## src/rtl/btn_conditioner.sv

```systemverilog
// ---------------------------------------------------------------------------
// btn_conditioner
//
// Front-end stage for the board push-buttons. Every channel is handled on its
// own: the raw input is polarity-normalised, passed through a 2-flop
// synchroniser, debounced, and turned into clean one-cycle press / release
// pulses plus an auto-repeat strobe so a held button keeps stepping a counter.
//
// Ports
//   i_clk      system clock
//   i_rst      asynchronous, active-high reset
//   i_btn      raw, asynchronous, bouncing button inputs (N_BTN bits)
//   o_level    debounced pressed level (1 = pressed)
//   o_press    one-cycle pulse in the first cycle of a new pressed level
//   o_release  one-cycle pulse in the first cycle of a new released level
//   o_repeat   one-cycle auto-repeat pulse while the button is held
//   o_step     o_press OR o_repeat; the single strobe for downstream counters
//
// Handshake: there is none. All outputs are registered, level-style or
// single-cycle strobes, and the consumer samples them every clock.
//
// Debug: each channel's repeat FSM state is held in ch[g].state_q
// (rep_state_e) so checkers can bind to it hierarchically.
// ---------------------------------------------------------------------------
module btn_conditioner #(
    parameter int N_BTN           = 2,
    parameter int DEBOUNCE_CYCLES = 240000,
    parameter int REPEAT_DELAY    = 6000000,
    parameter int REPEAT_PERIOD   = 1200000,
    parameter int BTN_ACTIVE_LOW  = 0
) (
    input  logic             i_clk,
    input  logic             i_rst,
    input  logic [N_BTN-1:0] i_btn,
    output logic [N_BTN-1:0] o_level,
    output logic [N_BTN-1:0] o_press,
    output logic [N_BTN-1:0] o_release,
    output logic [N_BTN-1:0] o_repeat,
    output logic [N_BTN-1:0] o_step
);

    // Counter widths; a 1-cycle setting still gets a 1-bit counter.
    localparam int DB_W    = (DEBOUNCE_CYCLES > 1) ? $clog2(DEBOUNCE_CYCLES) : 1;
    localparam int RP_MAX  = (REPEAT_DELAY > REPEAT_PERIOD) ? REPEAT_DELAY : REPEAT_PERIOD;
    localparam int RP_W    = (RP_MAX > 1) ? $clog2(RP_MAX) : 1;

    localparam logic [DB_W-1:0] DB_LAST    = DB_W'(DEBOUNCE_CYCLES - 1);
    localparam logic [RP_W-1:0] DELAY_LOAD = RP_W'(REPEAT_DELAY - 1);
    localparam logic [RP_W-1:0] PER_LOAD   = RP_W'(REPEAT_PERIOD - 1);

    typedef enum logic [1:0] {
        ST_IDLE   = 2'd0,
        ST_DELAY  = 2'd1,
        ST_REPEAT = 2'd2
    } rep_state_e;

    for (genvar g = 0; g < N_BTN; g++) begin : ch
        logic            raw_norm;
        logic            s1_q;
        logic            s2_q;
        logic            stable_q,  stable_d;
        logic [DB_W-1:0] db_cnt_q,  db_cnt_d;
        rep_state_e      state_q,   state_d;
        logic [RP_W-1:0] rep_cnt_q, rep_cnt_d;
        logic            press_q,   press_d;
        logic            release_q, release_d;
        logic            repeat_q,  repeat_d;
        logic            step_q,    step_d;

        // Inversion happens before the synchroniser so both flops always
        // carry "1 = pressed".
        assign raw_norm = (BTN_ACTIVE_LOW != 0) ? ~i_btn[g] : i_btn[g];

        // Debounce: the synchronised level has to disagree with the stable
        // level on DEBOUNCE_CYCLES consecutive edges; a single agreeing
        // cycle restarts the count. Press/release are decided at the same
        // edge the stable level flips.
        always_comb begin
            stable_d  = stable_q;
            db_cnt_d  = db_cnt_q;
            press_d   = 1'b0;
            release_d = 1'b0;
            if (s2_q == stable_q) begin
                db_cnt_d = '0;
            end else if (db_cnt_q == DB_LAST) begin
                stable_d  = ~stable_q;
                db_cnt_d  = '0;
                press_d   = ~stable_q;
                release_d = stable_q;
            end else begin
                db_cnt_d = db_cnt_q + 1'b1;
            end
        end

        // Auto-repeat: counts down from the press; an expiry on the same
        // edge as a release is dropped because the release takes priority.
        always_comb begin
            state_d   = state_q;
            rep_cnt_d = rep_cnt_q;
            repeat_d  = 1'b0;
            if (release_d) begin
                state_d   = ST_IDLE;
                rep_cnt_d = '0;
            end else if (press_d) begin
                state_d   = ST_DELAY;
                rep_cnt_d = DELAY_LOAD;
            end else begin
                case (state_q)
                    ST_DELAY, ST_REPEAT: begin
                        if (rep_cnt_q == '0) begin
                            repeat_d  = 1'b1;
                            rep_cnt_d = PER_LOAD;
                            state_d   = ST_REPEAT;
                        end else begin
                            rep_cnt_d = rep_cnt_q - 1'b1;
                        end
                    end
                    default: begin
                        state_d   = ST_IDLE;
                        rep_cnt_d = '0;
                    end
                endcase
            end
            step_d = press_d | repeat_d;
        end

        always_ff @(posedge i_clk or posedge i_rst) begin
            if (i_rst) begin
                s1_q      <= 1'b0;
                s2_q      <= 1'b0;
                stable_q  <= 1'b0;
                db_cnt_q  <= '0;
                state_q   <= ST_IDLE;
                rep_cnt_q <= '0;
                press_q   <= 1'b0;
                release_q <= 1'b0;
                repeat_q  <= 1'b0;
                step_q    <= 1'b0;
            end else begin
                s1_q      <= raw_norm;
                s2_q      <= s1_q;
                stable_q  <= stable_d;
                db_cnt_q  <= db_cnt_d;
                state_q   <= state_d;
                rep_cnt_q <= rep_cnt_d;
                press_q   <= press_d;
                release_q <= release_d;
                repeat_q  <= repeat_d;
                step_q    <= step_d;
            end
        end

        assign o_level[g]   = stable_q;
        assign o_press[g]   = press_q;
        assign o_release[g] = release_q;
        assign o_repeat[g]  = repeat_q;
        assign o_step[g]    = step_q;
    end

endmodule

```

## config.mk

```make
export PLATFORM = sky130hd
export DESIGN_NAME = btn_conditioner
export DESIGN_NICKNAME = d
export VERILOG_FILES = /design/src/rtl/btn_conditioner.sv
export SDC_FILE = /design/constraint.sdc
export NUM_CORES = 1
export LEC_CHECK = 0
export ABC_CLOCK_PERIOD_IN_PS = 7900
export CORE_UTILIZATION = 40
export DETAILED_ROUTE_END_ITERATION = 8
export GPL_TIMING_DRIVEN = 0
export SYNTH_ARGS = -nofsm -noshare
export SYNTH_HDL_FRONTEND = slang
export SYNTH_SLANG_ARGS = --single-unit
```

## constraint.sdc

```tcl
create_clock -name i_clk -period 7.9 [get_ports i_clk]
set_clock_uncertainty 0.05 [all_clocks]
set_input_delay 1.185 -clock i_clk [delete_from_list [all_inputs] [get_ports i_clk]]
set_output_delay 1.185 -clock i_clk [all_outputs]
set_load 0.02 [all_outputs]
```

# Yosys cells after proc, flatten, opt, wreduce, memory -nomap -nowiden
# Cells that the tools add are included.
totals:
  ff_bits: 100
  input_bits: 4
  out_inout_bits: 10
classes:
  n_addsub: 4
  n_eq_ne: 10
  muxes: 36
  bitwise: 6
  reduce_logical: 6
op_table:
  columns: ["op", "n"]
  rows:
  - ["23-bit two-way mux", 8]
  - ["18-bit two-way mux", 4]
  - ["23-bit zero test", 2]
  - ["23-bit by 1-bit subtractor with 23-bit output, second input constant", 2]
  - ["18-bit by 1-bit adder with 18-bit output, second input constant", 2]
  - ["18-bit equality test, second input constant", 2]
  - ["1-bit two-way mux", 16]
  - ["2-bit two-way mux", 8]
  - ["4-bit inequality test, second input constant", 2]
  - ["2-bit by 1-bit equality test with 1-bit output, second input constant", 2]
  - ["2-bit equality test, second input constant", 2]
  - ["1-bit NOT", 4]
  - ["2-bit AND reduction", 2]
  - ["2-bit OR reduction", 2]
  - ["1-bit equality test", 2]
  - ["1-bit bitwise OR", 2]

# Longest topological paths before layout
# Gate-level depths: netlist (run 1).
logic_depth:
  ltp_word: 6
  mapped_depth: 8
  depth_no_buf: 7

# Worst setup path after synthesis (run 1)
# No wires, ideal clock.
synth_timing:
  kind: "register -> register"
  start: "register ch[1].rep_cnt_q[13]"
  end: "register ch[1].rep_cnt_q[12]"
  setup_ps: 127
  t_arrival_ps: 2111
  required_time_ps: 7723
  slack_ps: 5612
  stages_incl_launch_ff: 8
  synth_period_minus_slack_ps: 2288
  path_cell_list: "dfrtp_1 > or4_1 > or4b_1 > buf_6 > or2_1 > buf_6 > o211ai_2 > nor2_1"
synth_via:
  elab_chain_cells: 5
synth_lines:
  columns: ["element", "line", "rtl"]
  rows:
  - ["start, declared", "64", "logic [RP_W-1:0] rep_cnt_q, rep_cnt_d;"]
  - ["start signal, assigned", "145", "rep_cnt_q <= rep_cnt_d;"]
  - ["23-bit zero test", "110", "if (rep_cnt_q == '0) begin"]
  - ["23-bit two-way mux", "110", null]
  - ["23-bit two-way mux", "108", "case (state_q)"]
  - ["23-bit two-way mux", "104", "end else if (press_d) begin"]
  - ["23-bit two-way mux", "101", "if (release_d) begin"]
  - ["named net ch[1].rep_cnt_d[12]", "64", null]
# The timed path passes the listed nets, and every way through them passes these cells.
# A chain may end at the register's enable or synchronous reset.

# Worst setup path in the final report (run 1)
layout_timing:
  start: "register ch[1].stable_q"
  end: "output o_level[1]"
layout_lines:
  columns: ["element", "line", "rtl"]
  rows:
  - ["start, declared", "61", "logic stable_q, stable_d;"]
  - ["start signal, assigned", "142", "stable_q <= stable_d;"]
  - ["end, declared", "35", "output logic [N_BTN-1:0] o_level,"]
# No word-level cell between the ends.

==> metrics.md, run 1 <==
| Metric | Value |
|---|---|
| Status | finished, final reports clean |
| Int Power | approximately 0.0008 W |
| Worst Tran Pin Value | slightly above 0.7 ns |
| Setup TNS | 0 ns |
| Fin crit share | approximately 34% |
| Slowest stage delay, CP | 0.59 ns |
| Die Footprint | roughly 13000 um2 |
| Input/output buffers | 13 |
| RSZ-0062 raised after global routing | false |
| CTS root buf | clkbuf_16 |
| CTS tree | done |
| Commonest non-fill, non-tap cell in the layout | dfrtp_1 |
| R2r worst-path depth | 5 |
| Worst-path maximum fanout | 4 |
| Register area share after synthesis | between 40% and 50% |
| Grt ovf | 0 |
| Routed Antenna Nets | 0 |
| CP Capture Type | primary output |
| Clock Power Share | 45.7% |
| Reg-to-reg setup timing slack | about 5.2 ns |
| Top FF cell, synth | dfrtp_1 |
| Slowest CP cell | clkdlybuf4s50_1 |
| Power Density | 172 nW/um2 |
| Most frequent cells in the layout | 100 x dfrtp_1, 83 x nor2_1, 35 x xnor2_1 |
| Critical R2R Capture | ch[0].rep_cnt_q[1] |
| Placed Area | 5470 um2 |
| H-tree level count | 3 |
| Max-cap violations | 0 |
| Syn_nets | about 550 |
| Dpl ws | between 5 and 6 ns |
| Total CTS buffers | 9 |
| LEAKAGE | between 2 and 3 nW |
| Final worst slack | 5.24 ns |
| Maximum clock path buffer count | 2 |
| Largest delay share family, worst path | buffers and inverters |
| Register area | between 2000 and 3000 um2 |
| Crit path buf inv count | 2 |
| Die height | ~110 um |
| Slew Viols, Final | 0 |
| CP required | 6.66 ns |
| Antenna Cells | 0 |
| RD Place Congestion | roughly 0.83 |
| Vias/cell | ~5.2 |
| DRT Wirelength | roughly 10 mm |
| Fillers | approximately 1200 |
| Starting Density | approximately two fifths |
| Worst vdd rail ir drop | 0.000118 V |
| Final Cell Area | around 5800 um2 |
| Area of the core | roughly 12000 um2 |
| Cts-stage hold buffer count | 0 |
| Syn Area/Cell | ~9.5 um2 |
| Relative slew slack | between 50% and 60% |
| First-pass GRT wire length | between 15 and 20 mm |
| Antenna violations before repair | 0 |
| CTS clk-pin slew, worst paths | 0.07 ns |
| RR Startpoint | ch[0].db_cnt_q[12] |
| Comb pwr share | 2.3% |
| Yosys warns | 0 |
| Clock Sinks | 100 |
| Post-DP HPWL | just over 7 mm |
| Sequential power share | a little over half |
| Sequence of cells on the critical path | buf_4 > clkdlybuf4s50_1 |
| Post-Syn Instances | ~540 |
| Cts repair resizes | 0 |
| First drt pass iteration count | 5 |
| FFs w/ async S/R, synth | between 90% and 100% |
| Clock Latency Late Sink | about 0.35 ns |
| Fmax | 0.375 GHz |
| # DRC | 0 |
| Cell area after synthesis | about 5100 um2 |
| CP arrival | between 1 and 1.5 ns |
| Worst min path class | flop to flop |
| Synth Register Bits | 100 |
| Post-CTS setup buffer count | 0 |
| Num ports | 14 |
| Fin. Hold Viols | 0 |
| Setup Crit Path Kind | flop to primary output |
| Crit path time final | 2.66 ns |
| Min-Delay Endpoint | ch[0].s2_q |
| DR iter-0 viols | roughly 170 |
| Die width | 115 um |
| Setup-failing EPs final | 0 |
| # rows | 40 |
| CP Launch Type | flop |
| Vias in the first global route | approximately 3700 |
| Area taken by multi-input logic gates | 2380 um2 |
| Sw Share | a little over a fifth |
| Worst hold path cell count | 0 |
| Worst Hold Launch | ch[0].s1_q |
| Vias | 3846 |
| Syn-to-layout area delta | 13.4% |
| Nets | about 570 |
| Share of layout cells above drive strength 1 | between 8 and 9% |
| Sw power | around 0.00021 W |
| Largest net degree at the start of global routing | 69 |
| Total Routing Usage GR | ~17% |
| Post-synth EDFFs | 0 |
| Average wire per standard cell | 13.9 um |
| Unique masters post-synth | 48 |
[metal layers]
| layer | share of wire (%) | track usage [%] |
|---|---|---|
| met1 | 48 | 22.6 |
| met3 | 2.9 | 4.16 |
| met4 | 1.1 | 5.45 |
| met5 | 0 | 0 |
| met2 | 48 | 28.3 |
[state kept, by name, indices dropped and copies added, names as in the netlist]
register and flops:
ch.s1_q 2, ch.stable_q 2, ch.press_q 2, ch.repeat_q 2, ch.release_q 2, ch.db_cnt_q 36, ch.s2_q 2, ch.rep_cnt_q 46
ch.state_q 4, ch.step_q 2
[worst max-delay path by stage]
stage                       start                  to  slack (ns)  cells past startpoint
2_1_floorplan               i_rst   ch[0].db_cnt_q[0]        4.05                      1
3_3_place_gp                i_rst       ch[1].press_q        2.49                      2
3_5_place_dp   ch[0].db_cnt_q[12]  ch[0].rep_cnt_q[1]        5.30                      5
4_1_cts            ch[1].stable_q          o_level[1]        5.21                      2
5_1_grt        ch[0].db_cnt_q[12]  ch[0].rep_cnt_q[1]        5.00                      5
6_report           ch[1].stable_q          o_level[1]        5.24                      2
[layout make-up]
cell class	instances	share of cell area [%]
plain buffers	28	2.75
clock buffers	11	4.37
clock inverters	5	1.04
inverters	14	0.952
multi-input cells	397	41.2
flip-flops and latches	100	43.3
well taps	168	3.64
repair buffers	14	2.73
[cells by family (layout without fill, tap and decap cells)]
group	Yosys count	in the layout	synth area share, %
and+or+nand+nor	248	248	25.0
DFF	100	100	49.1
AOI/OAI and AO/OA	74	74	8.35
xor gates and xnor gates	67	67	11.5
buffers and inverters	42	72	4.15
adders and majority gates	6	6	1.47
muxes	2	2	0.442
[worst register-to-register path, delay by kind of cell (launching register included)]
kind	cells	cell delay [ns]
AND/OR/NAND/NOR	4	1.59
buffers and inverters	1	0.44
flip-flops	1	0.43
[metrics by stage]
step                cells  power, W  utilization (%)  hold WS [ns]
floorplan             539  0.000542                -         0.281
global placement      720  0.000550             44.5         0.281
detailed placement    721  0.000552             44.8         0.288
CTS                   737   0.00101             47.3         0.302
global route          737   0.00104             47.3         0.315
finish                737  0.000996             47.3         0.299
[power by group through the flow]
| stage | clock (W) | combinational [W] | sequential, W |
|---|---|---|---|
| after floorplan | 0 | 0.0000149 | 0.000527 |
| after global placement | 0 | 0.0000215 | 0.000528 |
| after detailed placement | 0 | 0.0000239 | 0.000528 |
| after CTS | 0.000469 | 0.0000238 | 0.000518 |
| after global routing | 0.000492 | 0.0000268 | 0.000518 |
| final | 0.000455 | 0.0000227 | 0.000518 |
[synthesized netlist by cell type (2+ instances only)]
master	count	area, um2
o211ai_1	4	30.0
a31oi_1	5	31.3
clkbuf_1	15	56.3
dfrtp_1	100	2500
nand3_1	17	85.1
o31ai_1	2	15.0
nor2b_1	9	56.3
nand4_1	24	150
nand2b_1	6	37.5
or4_1	3	22.5
and3_1	4	25.0
mux2_2	2	22.5
xor2_1	32	280
and4_1	5	43.8
nand2_1	32	120
buf_6	2	22.5
nor3_1	21	105
o21ai_1	4	20.0
xnor2_1	35	307
nor4b_1	4	35.0
or3_1	8	50.1
nor2_1	83	312
nor4_1	11	68.8
o21ai_0	22	110
inv_1	14	52.6
ha_1	6	75.1
buf_4	10	75.1
or2_2	7	43.8
a21oi_1	29	145
o211ai_2	2	25.0
nor3_2	2	20.0
and2_1	3	18.8
Note: power is estimated with default switching activity, not from simulation.
==> run 2, diff against run 1 <==
Settings changed: ABC_CLOCK_PERIOD_IN_PS 7900 to 2770.
Clock period 7.9 ns to 2.77 ns, I/O delays scaled along.
==> run 2 against run 1 <==
Routed wire length about the same; total power grew to 2.7 times the previous value; final cell count grew 0.54%.
==> metrics.md, run 2 (synthesis results as in run 1) <==
| Metric | Value |
|---|---|
| Area of the core | 12200 um2 (unchanged) |
| Average wire per standard cell | 13.8 um (-0.49%) |
| Slew Viols, Final | 0 (unchanged) |
| Setup Crit Path Kind | flop to flop |
| Setup-failing EPs final | 0 (unchanged) |
| Largest net degree at the start of global routing | 42 (-39%) |
| Largest Register | ch.rep_cnt_q |
| Final Cell Area | 5810 um2 (+0.45%) |
| CP required | 2.94 ns (-3.72 ns) |
| Maximum clock path buffer count | 2 (unchanged) |
| DRT Wirelength | 10.3 mm (about the same) |
| Largest regs | ch.rep_cnt_q (46), ch.db_cnt_q (36), ch.state_q (4) |
| First drt pass iteration count | 4 (-1) |
| DR iter-0 viols | 169 (-2.9%) |
| Wire length on met2 | 4.82 mm (-1.0%) |
| Commonest non-fill, non-tap cell in the layout | dfrtp_1 |
| Placed Area | 5500 um2 (+0.62%) |
| Status | finished, final reports clean |
| Slowest CP cell | nor3_1 |
| Met1 WL | 4.99 mm (+0.38%) |
| Max-cap violations | 0 (unchanged) |
| Int Power | 0.00210 W (+170%) |
| # DRC | 0 (unchanged) |
| Fin crit share | around nine tenths |
| RD Place Congestion | 0.830 (-0.59%) |
| Fmax | around 0.4 GHz |
| Antenna Cells | 0 (unchanged) |
| Num ports | 14 (unchanged) |
| Sequence of cells on the critical path | nor3_1 > nand3_1 > or2_2 > clkbuf_1 > o211ai_1 > nor2_1 |
| Fillers | 1176 (-1.9%) |
| Worst-path maximum fanout | 10 (+6) |
| Total Routing Usage GR | 17.2% (-0.057 points) |
| Fin. Hold Viols | 0 (unchanged) |
| Crit path time final | 2.53 ns |
| # rows | 40 (unchanged) |
| Comb pwr share | 2.6% (+0.3 points) |
| Highest Signal Layer | met4 |
| Starting Density | 41.7% (unchanged) |
| Sequential power share | 54.8% (+2.8 points) |
| Sw Share | 22.4% (+1.2 points) |
| CTS tree | done |
| Input/output buffers | 13 (unchanged) |
| Setup TNS | 0 ns (unchanged) |
| H-tree level count | 3 (unchanged) |
| Nets | 579 (+0.87%) |
| Critical R2R Capture | ch[0].rep_cnt_q[21] |
| Sw power | 0.000604 W (+190%) |
| Placed instance count | 723 (+0.28%) |
| Vias in the first global route | 3742 (+0.92%) |
| Clock Sinks | 100 (unchanged) |
| Slowest stage delay, CP | 0.51 ns (-0.08 ns) |
| First-pass GRT wire length | 17.8 mm (-0.50%) |
| Fin util | 47.6% (+0.22 points) |
| Area taken by multi-input logic gates | 2400 um2 (+0.63%) |
| Worst min path class | input pin to asynchronous set/reset pin |
| CP Launch Type | flop |
| RR Startpoint | ch[0].rep_cnt_q[7] |
| Flip-flop count of the largest register after layout | 46 (unchanged) |
| Worst Tran Pin Value | 0.692 ns (-0.0351 ns) |
| Finished Layout Cells | 741 (+0.54%) |
| Reg-to-reg setup timing slack | 0.24 ns (-5.00 ns) |
| CTS root buf | clkbuf_16 |
| Post-DP HPWL | 7.36 mm (+3.6%) |
| CP arrival | 2.70 ns (+1.27 ns) |
| Power Density | 465 nW/um2 (+170%) |
| Worst vdd rail ir drop | 0.000367 V (+210%) |
| LEAKAGE | 2.78 nW (+0.19%) |
| CP Capture Type | flop |
| Clock Latency Late Sink | 0.35 ns (about the same) |
| Vias/cell | 5.18 (-0.72%) |
| Routed Antenna Nets | 0 (unchanged) |
| Antenna violations before repair | 0 (unchanged) |
| CTS clk-pin slew, worst paths | 0.07 ns (about the same) |
| Share of layout cells above drive strength 1 | 9.42% (+0.99 points) |
| RSZ-0062 raised after global routing | false |
| Die height | 115 um (unchanged) |
| Routed wl met3 | 304 um (+3.1%) |
| Vias | 3839 (-0.18%) |
| Syn-to-layout area delta | 13.9% |
| Clock Power Share | 42.6% (-3.1 points) |
| Most frequent cells in the layout | 100 x dfrtp_1, 83 x nor2_1, 35 x xnor2_1 |
| Grt ovf | 0 (unchanged) |
| Relative slew slack | 53.2% (+2.1 points) |
| Total CTS buffers | 9 (unchanged) |
| Die Footprint | 13200 um2 (unchanged) |
| R2r worst-path depth | 6 (+1) |
| Register area | 2500 um2 (unchanged) |
| Die width | 115 um (unchanged) |
run 2: cell types whose count changed in the layout (fill, tap and decap cells not counted), sizes merged:
cell,previous run,this run
clkinv,3,2
buf,14,19
clkinvlp,1,4
clkbuf,26,24
bufinv,1,0
run 2: critical path: cells and delay by family (launching register included):
kind	cells	cell delay [ns]
AND/OR/NAND/NOR	4	1.36
flip-flops	1	0.41
buffers and inverters	1	0.25
AO/OA/AOI/OAI	1	0.32
run 2: layout make-up:
cell class,instances,area share (%)
repair buffers,19,3.66
clock inverters,6,0.711
inverters,14,0.970
multi-input cells,397,41.3
plain buffers,28,2.76
clock buffers,9,3.88
well taps,168,3.62
flip-flops and latches,100,43.1
run 2: repair_timing:
action	in CTS	in global routing
setup buffers	0	3
gates resized for setup	0	4
hold buffers	0	0
endpoints found under the setup margin	0	33
run 2: how the worst max path moves through the flow:
stage	start	to	depth (start not counted)
2_1_floorplan	ch[1].rep_cnt_q[13]	ch[1].rep_cnt_q[12]	7
5_1_grt	ch[0].rep_cnt_q[7]	ch[0].rep_cnt_q[21]	6
4_1_cts	ch[0].db_cnt_q[12]	ch[0].rep_cnt_q[1]	5
6_report	ch[0].rep_cnt_q[7]	ch[0].rep_cnt_q[21]	6
3_5_place_dp	ch[0].db_cnt_q[12]	ch[0].rep_cnt_q[1]	5
3_3_place_gp	i_rst	ch[1].press_q	2
run 2: metal layers:
metal / track usage (%) / vias to the layer above
met2: 27.7 / 45
met1: 22.7 / 1866
li1: - / 1917
met4: 5.71 / 0
met3: 4.53 / 11
met5: 0 / -
run 2: per-stage QoR:
step	worst slack, ns	hold WS, ns	total power (W)
after floorplan	0.482	0.281	0.00155
after detailed placement	0.175	0.291	0.00158
after CTS	0.144	0.268	0.00274
after global placement	0.0735	0.282	0.00157
final	0.238	0.267	0.00270
after global routing	0.0108	0.281	0.00280
run 2: power groups by stage:
stage / Combinational, W / Clock (W) / Sequential, W
2_1_floorplan: 0.0000427 / 0 / 0.00150
3_3_place_gp: 0.0000618 / 0 / 0.00151
3_5_place_dp: 0.0000728 / 0 / 0.00151
4_1_cts: 0.0000734 / 0.00119 / 0.00148
5_1_grt: 0.0000823 / 0.00124 / 0.00148
6_report: 0.0000699 / 0.00115 / 0.00148
==> run 3, diff against run 2 <==
Settings changed: ABC_AREA set to 1.
==> run 3 against run 2 <==
Core utilization shrank 1.3 points; via count rose by 26%; combinational power rose by 2%; area after synthesis rose by 13%; hold slack better by 0.037 ns; sequential share of layout area fell by 4.5 points; maximum frequency is 29% higher; register-to-register slack improved by 0.60 ns; sequential power barely moved; global-route usage rose by 2.0 points; final cell count grew 30%; largest power group unchanged.
==> metrics.md, run 3 <==
| Metric | Value |
|---|---|
| Fmax | 0.509 GHz (+29%) |
| Share of layout cells above drive strength 1 | 11.7% (+2.2 points) |
| Commonest non-fill, non-tap cell in the layout | nand2_1 |
| Post-CTS setup buffer count | 0 (unchanged) |
| Starting Density | 41.2% (-0.57 points) |
| Most frequent cells in the layout | 164 x nand2_1, 117 x nor2_1, 100 x dfrtp_1 |
| Vias in the first global route | 4774 (+28%) |
| CTS clk-pin slew, worst paths | 0.08 ns (about the same) |
| Sw Share | 23.4% (+1.1 points) |
| Post-synth EDFFs | 0 (unchanged) |
| First-pass GRT wire length | 22.4 mm (+26%) |
| FFs w/ async S/R, synth | 100% (unchanged) |
| CTS root buf | clkbuf_16 |
| Die Footprint | 14900 um2 (+13%) |
| Cell area after synthesis | 5760 um2 (+13%) |
| Max-cap violations | 0 (unchanged) |
| First drt pass iteration count | 5 (+1) |
| Fin. Hold Viols | 0 (unchanged) |
| Clock Latency Late Sink | 0.37 ns (+0.02 ns) |
| Power Density | 447 nW/um2 (-3.9%) |
| CP Capture Type | primary output |
| Die height | 122 um (+6.2%) |
| CTS tree | done |
| Register area share after synthesis | 43.4% (-5.6 points) |
| Commonest cells in the netlist | 164 x nand2_1, 117 x nor2_1, 100 x dfrtp_1 |
| Post-Syn Instances | 749 (+39%) |
| Fin crit share | 70.9% (-20 points) |
| CP arrival | 1.50 ns (-1.20 ns) |
| Syn-to-layout area delta | 12.4% |
| Most common cell in the synthesized netlist | nand2_1 |
| # DRC | 0 (unchanged) |
| Clock Power Share | 46.4% (+3.8 points) |
| Cts-stage hold buffer count | 0 (unchanged) |
| Share of the synthesized area in the top cell type | 43.4% (-5.6 points) |
| Antenna Cells | 0 (unchanged) |
| Largest net degree at the start of global routing | 41 (-2.4%) |
| Top FF cell, synth | dfrtp_1 |
| Final Cell Area | 6480 um2 (+12%) |
| Antenna violations before repair | 0 (unchanged) |
| CP Launch Type | flop |
| Input/output buffers | 13 (unchanged) |
| H-tree level count | 3 (unchanged) |
| Placed Area | 6160 um2 (+12%) |
| Relative slew slack | 47.6% (-5.6 points) |
| Unique masters post-synth | 33 (-31%) |
| Setup-failing EPs final | 0 (unchanged) |
| Die width | 122 um (+6.2%) |
| Setup TNS | 0 ns (unchanged) |
| Int Power | 0.00222 W (+5.7%) |
| RD Place Congestion | 0.927 (+12%) |
| Leading area contributor after synthesis | dfrtp_1 |
| Nets | 785 (+36%) |
| Area of the core | 14000 um2 (+15%) |
| Vias | 4844 (+26%) |
| RR Startpoint | ch[1].db_cnt_q[0] |
| RSZ-0062 raised after global routing | false |
| Largest regs | ch.rep_cnt_q (46), ch.db_cnt_q (36), ch.state_q (4) |
| Top post-synthesis cells by area | dfrtp_1 43%, nand2_1 11%, nor2_1 7.6% |
| Post-DP HPWL | 9.57 mm (+30%) |
| Synth Register Bits | 100 (unchanged) |
| Crit path time final | 1.96 ns (-0.568 ns) |
| Worst-path maximum fanout | 5 (-5) |
| Yosys warns | 0 (unchanged) |
| Maximum clock path buffer count | 2 (unchanged) |
| Clock Sinks | 100 (unchanged) |
| Total CTS buffers | 9 (unchanged) |
| Worst min path class | flop to flop |
| Sw power | 0.000678 W (+12%) |
| Syn_nets | 759 (+38%) |
| Flip-flop count of the largest register after layout | 46 (unchanged) |
| Routed Antenna Nets | 0 (unchanged) |
| LEAKAGE | 3.33 nW (+20%) |
| Syn Area/Cell | 7.69 um2 (-19%) |
| CP Launch Point | ch[1].stable_q |
| Grt ovf | 0 (unchanged) |
| Status | finished, final reports clean |
| Worst Tran Pin Value | 0.784 ns (+0.0916 ns) |
| CP required | 2.30 ns (-0.64 ns) |
| Setup Crit Path Kind | flop to primary output |
| Worst vdd rail ir drop | 0.000320 V (-13%) |
| DRT Wirelength | 12.8 mm (+25%) |
| Comb pwr share | 2.5% (about the same) |
| Worst Hold Launch | ch[1].s1_q |
| Average wire per standard cell | 13.3 um (-3.7%) |
| Sequential power share | 51.1% (-3.7 points) |
| Largest Register | ch.rep_cnt_q |
| Vias/cell | 5.05 (-2.6%) |
| DR iter-0 viols | 365 (+120%) |
| # rows | 43 (+7.5%) |
| Total Routing Usage GR | 19.2% (+2.0 points) |
| Num ports | 14 (unchanged) |
| Cts repair resizes | 0 (unchanged) |
| Slew Viols, Final | 0 (unchanged) |
-- run 3: changes by cell type in the layout (fill, tap and decap cells not counted), sizes merged, moves of 8 or more --
cell / before / now
or3: 8 / 0
clkbuf: 24 / 10
xnor2: 35 / 11
inv: 14 / 94
nor2: 84 / 137
a21oi: 29 / 48
xor2: 32 / 20
nand3: 17 / 65
nand2: 32 / 171
o21ai: 26 / 16
nor2b: 9 / 0
nor4: 12 / 1
-- run 3: cell families (layout without fill, tap and decap cells) --
| family | after synthesis | count (layout) | synth area share (%) |
|---|---|---|---|
| AND/OR/NAND/NOR | 437 | 437 | 35.6 |
| AO/OA/AOI/OAI | 67 | 67 | 6.60 |
| flip-flops | 100 | 100 | 43.4 |
| XOR/XNOR | 31 | 31 | 4.71 |
| buffers and inverters | 108 | 139 | 8.30 |
| adder cells (fa/ha/maj) | 6 | 6 | 1.30 |
-- run 3: area by class of cell --
| class | count | area, um2 |
|---|---|---|
| Fill cell | 1418 | 7510 |
| Multi-Input combinational cell | 541 | 2780 |
| Sequential cell | 100 | 2500 |
| Inverter | 91 | 345 |
| Clock buffer | 9 | 225 |
| Tap cell | 180 | 225 |
| Timing Repair Buffer | 15 | 170 |
| Buffer | 17 | 136 |
| Clock inverter | 7 | 92.6 |
-- run 3: worst max-delay path, cell delays in order, from the launching register on --
cell,delay (ns)
dfrtp_1,0.41
buf_4,0.13
clkdlybuf4s50_1,0.59
-- run 3: final timing paths --
kind	depth (start not counted)	slack, ns	to
max	2	0.81	o_level[1]
min	0	0.30	ch[1].s2_q
max reg2reg	9	0.84	ch[1].rep_cnt_q[10]
min in group asynchronous	2	0.49	ch[1].db_cnt_q[15]
max in group asynchronous	3	1.53	ch[0].rep_cnt_q[11]
min reg2reg	0	0.30	ch[1].s2_q
-- run 3: power by group through the flow --
stage          logic (W)  clock network [W]  registers (W)
5_1_grt        0.0000839            0.00145        0.00148
2_1_floorplan  0.0000473                  0        0.00150
3_5_place_dp   0.0000748                  0        0.00151
3_3_place_gp   0.0000665                  0        0.00151
4_1_cts        0.0000750            0.00139        0.00148
6_report       0.0000711            0.00134        0.00148
-- run 3: per-layer routing --
| layer | vias up | routed length (um) | track usage, % |
|---|---|---|---|
| met2 | 90 | 6130 | 30.8 |
| met3 | 26 | 416 | 4.78 |
| met5 | - | 0 | 0 |
| met1 | 2282 | 6000 | 24.6 |
| met4 | 0 | 251 | 7.64 |
| li1 | 2446 | - | - |
-- run 3: per-stage QoR --
step / hold WS (ns) / worst slack (ns) / std cells / total power (W) / utilization (%)
floorplan: 0.281 / 1.11 / 749 / 0.00155 / -
global placement: 0.285 / 0.0452 / 942 / 0.00157 / 43.7
detailed placement: 0.286 / 0.879 / 944 / 0.00158 / 44.0
CTS: 0.305 / 0.786 / 960 / 0.00294 / 46.3
global route: 0.311 / 0.695 / 960 / 0.00301 / 46.3
finish: 0.304 / 0.806 / 960 / 0.00289 / 46.3
